File: src/rtl/lfsr_prbs_gen.sv
// Parametrised Fibonacci LFSR / PRBS generator with seed load, zero-lock guard,
// multi-shift advance and a wrap pulse on return to the start reference state.

module lfsr_step #(
    parameter int               NBITS = 16,
    parameter logic [NBITS-1:0] TAPS  = 16'hB400
) (
    input  logic [NBITS-1:0] s,
    output logic [NBITS-1:0] s_next,
    output logic             fb
);
    assign fb     = ^(s & TAPS);
    assign s_next = {s[NBITS-2:0], fb};
endmodule

module lfsr_prbs_gen #(
    parameter int               NBITS = 16,
    parameter logic [NBITS-1:0] TAPS  = 16'hB400,
    parameter int               STEPS = 1,
    parameter logic [NBITS-1:0] SEED  = 16'h0001
) (
    input  logic             clk,
    input  logic             rst,
    input  logic             we,
    input  logic [NBITS-1:0] data,
    input  logic             en,
    output logic [NBITS-1:0] q,
    output logic [STEPS-1:0] bit_out,
    output logic             valid,
    output logic             lockup,
    output logic             wrap
);
    // Start-of-sequence reference; wrap fires when an advance lands back on it.
    logic [NBITS-1:0]            ref_q;
    logic [STEPS:0][NBITS-1:0]   chain;
    logic [STEPS-1:0]            fb_vec;
    logic [NBITS-1:0]            adv;
    logic                        load_zero;

    assign chain[0]  = q;
    assign adv       = chain[STEPS];
    assign load_zero = (data == '0);

    // STEPS single shifts chained combinationally; stage k yields bit_out[k].
    for (genvar k = 0; k < STEPS; k++) begin : g_step
        lfsr_step #(
            .NBITS (NBITS),
            .TAPS  (TAPS)
        ) u_step (
            .s      (chain[k]),
            .s_next (chain[k+1]),
            .fb     (fb_vec[k])
        );
    end

    always_ff @(posedge clk or negedge rst) begin
        if (!rst) begin
            q       <= SEED;
            ref_q   <= SEED;
            bit_out <= '0;
            valid   <= 1'b0;
            lockup  <= 1'b0;
            wrap    <= 1'b0;
        end else begin
            valid  <= 1'b0;
            lockup <= 1'b0;
            wrap   <= 1'b0;
            if (we) begin
                // A zero load would lock the register; substitute SEED instead.
                if (load_zero) begin
                    q      <= SEED;
                    ref_q  <= SEED;
                    lockup <= 1'b1;
                end else begin
                    q      <= data;
                    ref_q  <= data;
                end
            end else if (en) begin
                q       <= adv;
                bit_out <= fb_vec;
                valid   <= 1'b1;
                wrap    <= (adv == ref_q);
            end
        end
    end
endmodule

File: config.mk
export PLATFORM = sky130hd
export DESIGN_NAME = lfsr_prbs_gen
export DESIGN_NICKNAME = d
export VERILOG_FILES = /design/src/rtl/lfsr_prbs_gen.sv
export SDC_FILE = /design/constraint.sdc
export NUM_CORES = 1
export LEC_CHECK = 0
export BUFFER_PORTS_ARGS = -buffer_cell sky130_fd_sc_hd__buf_2
export CELL_PAD_IN_SITES_DETAIL_PLACEMENT = 1
export CELL_PAD_IN_SITES_GLOBAL_PLACEMENT = 1
export CORE_MARGIN = 2
export CORE_UTILIZATION = 40
export CTS_CLUSTER_SIZE = 24
export DETAILED_ROUTE_END_ITERATION = 16
export PLACE_DENSITY = 0.87
export SLEW_MARGIN = 20
export SYNTH_ARGS = -nofsm -noshare
export SYNTH_HDL_FRONTEND = slang
export SYNTH_SLANG_ARGS = --single-unit
File: constraint.sdc
create_clock -name clk -period 1.62 [get_ports clk]
set_input_delay 0.243 -clock clk [delete_from_list [all_inputs] [get_ports clk]]
set_output_delay 0.243 -clock clk [all_outputs]
set_load 0.1 [all_outputs]
# Yosys cells after proc, flatten, opt, wreduce, memory -nomap -nowiden
# Cells that the tools add are included.
# op_classes
n_reduce_logical	4
muxes	9
n_eq_ne	1
n_bitwise	1
# ops
op	n
$mux W16	3
$eq A16 B16 Y1	1
$logic_not A16 Y1	1
$reduce_xor A16 Y1	1
$mux W1	6
$reduce_and A2 Y1	1
$reduce_bool A2 Y1	1
$not A1 Y1	1
# word_totals
reg_bits	36
input_bits	20
output_inout_bits	20

# Longest topological paths before layout
# depth
depth_word	4
ltp_mapped	5

# Hierarchy
# A second synthesis with hierarchy kept.
# hier_totals
hier_cells	174
hier_area_um2	1795.5
# by_module_without_submodules
module	seq_area_each_um2	cells_per_inst	n_inst	area_per_inst_um2
lfsr_prbs_gen	903.4	155	1	1649.1
lfsr_step	0.0	19	1	146.4

# Worst setup path before layout
# No wires, ideal clock.
# synth_path
path_kind	flip-flop to flip-flop
startpoint	register q[10]
endpoint	register q[0]
setup_ns	0.082
required_ns	1.538
stages_incl_launch_ff	5
t_arrival_ns	1.757
path_slack_ns	-0.219
n_path_buf	0
cell_sequence	dfrtp_1 xnor2_1 xnor2_1 a211oi_1 a211o_1
# synth_via
elab_chain_len	3
# synth_rtl
item	line_no	source
from (decl)	27	output logic [NBITS-1:0] q,
from (signal assigned)	75	q <= data;
from (signal assigned)	79	q <= adv;
$reduce_xor A16 Y1	12	assign fb = ^(s & TAPS);
$mux W16	78	end else if (en) begin
$mux W16	68	if (we) begin
# Every way passes these cells. The select of a mux whose other input is x is not followed.
# A chain may end at the register's enable or synchronous reset.

# Worst setup path in the final report
# layout_path
startpoint	register q[0]
endpoint	output q[0]
# No word-level cell between the ends.

==> results.toml <==
[outcome]
status = "complete, but fails checks"
violations = "hold timing"

[worst_setup_path]
end_kind = "output port"
ff2ff_path_depth = 4
slowest_stage = "dfstp_2"
critical_path_buf_inv_count = 1
startpoint_type = "register"
crit_start = "q[0]"
worstPathMaxFanout = 4
critical_path_class = "register to output port"
r2r-end = "wrap"
arrival_ps = 1290
crit_family = "flip-flops"
r2r_slack_ps = 260
crit_required_ps = 1380
crit_chain = "buf_2"
slowest_delay_ps = 570
r2r-start = "q[9]"

[power]
power.combinational.fraction = 0.300
power_mw = 2.490
netSwitchingFraction = 0.3925
ir_worst_vdd_mv = 0.3999
p_seq_frac = 0.437
powerDensity_nw_per_um2 = 1246
p_leak_nw = 0.9946
intPower_mw = 1.512
switchingPower_uw = 977.2
p_clk_frac = 0.263

[place]
place.gp.congestion = 0.7396
dpl_worst_slack_ps = 273.2
placed_area_um2 = 1908
dp_cells = 242
place_hpwl_um = 3005
port_buffers = 39

[sta]
fin_tns_setup_ps = 0
hold_ws_ps = -14.12
finalWorstSetupSlack_ps = 82.85
slew_violations = 0
finalClockSkew_ps = 4.026
finalSetupViolations = 0
worst_pin_slew_ps = 501.5
grt_setup_unrepaired = "false"
slew_headroom = 0.6680
min_period_over_period = 0.9489
fmax_mhz = 650.6
fin_crit_ps = 1537
hold_viol = 34

[die]
dieArea_um2 = 4653
ios = 40
die_x_um = 68.21
initial_core_util = 0.4152
core_um2 = 3971
rows = 23
die_h_um = 68.21

[global_routing]
gr-usage-met2 = 0.3544
gr-max-usage-layer = "met2"
grt_max_degree = 48
grt.met1_usage = 0.2244
grt_util_all_layers = 0.1972
grtUsageMet3 = 0.05757
antenna_found_initial = 0
grt_pass1_wl_um = 6492
grt_overflow = 0
grt_pass1_vias = 1340

[synthesis]
synth_area_leaders = "dfrtp_1, o21ai_0, mux2i_1"
netlist_area_um2 = 1649
synth-main-ff-cell = "dfrtp_1"
synth.avg_cell_area_um2 = 10.50
synth_top_cell_by_area = "dfrtp_1"
yosys_warnings = 0
synth-edff-count = 0
async_flop_share = 1.000
synth_top_area_share = 0.5159
synth_seq_area_share = 0.5478
synth.most_common_cell = "dfrtp_1"
ys_seq_elements = 36
netlist_top_cells_count = "dfrtp_1, o21ai_0, inv_1, nand2_1, xor2_1"
synthCells = 157
syn_nets = 177
synth_cell_types = 21

[cts]
cts_num_sinks = 36
numCtsBuffers = 5
hold_buffers = 0
cts_tree = "yes"
cts_resized = 0
clk_latency_ps = 290
ctsRootBufferMaster = "clkbuf_8"
cts_buffer_depth = 2
clk_pin_slew_ps = 70
cts.htree.levels = 2
cts_setup_buffers = 0

[min_path]
hold_path.class = "input pin to async pin"

[final_layout]
finalNonFillerCells = 250
design_area_um2 = 1998
syn2layout_area_growth_pct = 21.17
multi_input_area_um2 = 656.9
fill_cells = 463
regArea_um2 = 914.6
post-route-util = 0.5032
n_antenna_cell = 0
fin_nets = 219
drive_above_1_share = 0.3050

[route]
via_per_inst = 5.136
first_pass_iters = 4
drc_errors = 0
vias = 1284
dr.first_iter.drc_count = 131
antenna_left = 0
drt-total-wl_um = 4214
wl_per_cell_um = 16.86

[job]
cap_violations = 0
worst max-delay path by stage:
stage                to  slack (ps)  depth (start not counted)
6_report           q[0]          80                          1
5_1_grt            q[0]          50                          1
4_1_cts            q[0]          80                          1
3_5_place_dp   ref_q[0]         270                          5
3_3_place_gp       q[0]         250                          5
2_1_floorplan      wrap           9                          4
layer usage:
| metal | wire, um | share of wire | up-vias |
|---|---|---|---|
| met5 | 0 | 0 | - |
| met4 | 72 | 0.017 | 0 |
| met2 | 2210 | 0.52 | 25 |
| met3 | 187 | 0.044 | 8 |
| li1 | - | - | 609 |
| met1 | 1743 | 0.41 | 642 |
cell type report:
cell class                      instances  share of cell area
Sequential cell                        36              0.4577
Multi-Input combinational cell         99              0.3287
Timing Repair Buffer                   42              0.1090
Clock buffer                            8             0.04508
Tap cell                               50             0.03131
Inverter                               15             0.02818
registers in the layout (all words and copies together), names as in the netlist:
register,flops
wrap,1
valid,1
bit_out,1
lockup,1
ref_q,16
q,16
cells by family after synthesis:
family / synth area share
xor gates and xnor gates: 0.1009
AOI/OAI and AO/OA: 0.1077
DFF: 0.5478
buffers and inverters: 0.05387
muxes: 0.09180
and+or+nand+nor: 0.09787
cells in the final DEF, fill, tap and decap left out:
cell type  instances
nand2b_1           1
nor2_1             3
clkbuf_1           2
o21ai_0           29
buf_2             39
dfrtp_1           25
nand2_1           15
nor4_1             7
nand4_1            2
buf_4              3
a211oi_1           2
xor2_1            15
nor4_2             1
dfrtp_2            9
xnor2_1            4
mux2i_1           14
clkbuf_8           6
a211o_1            2
dfstp_2            2
inv_1             15
nor2b_1            3
mux2_2             1
power groups by stage:
stage	clock network (mW)	logic [mW]	registers, mW
3_3_place_gp	0	0.736	1.10
3_5_place_dp	0	0.749	1.10
2_1_floorplan	0	0.202	1.47
5_1_grt	0.707	0.795	1.10
6_report	0.654	0.748	1.09
4_1_cts	0.664	0.755	1.09
Power figures use the tool's default switching activity.
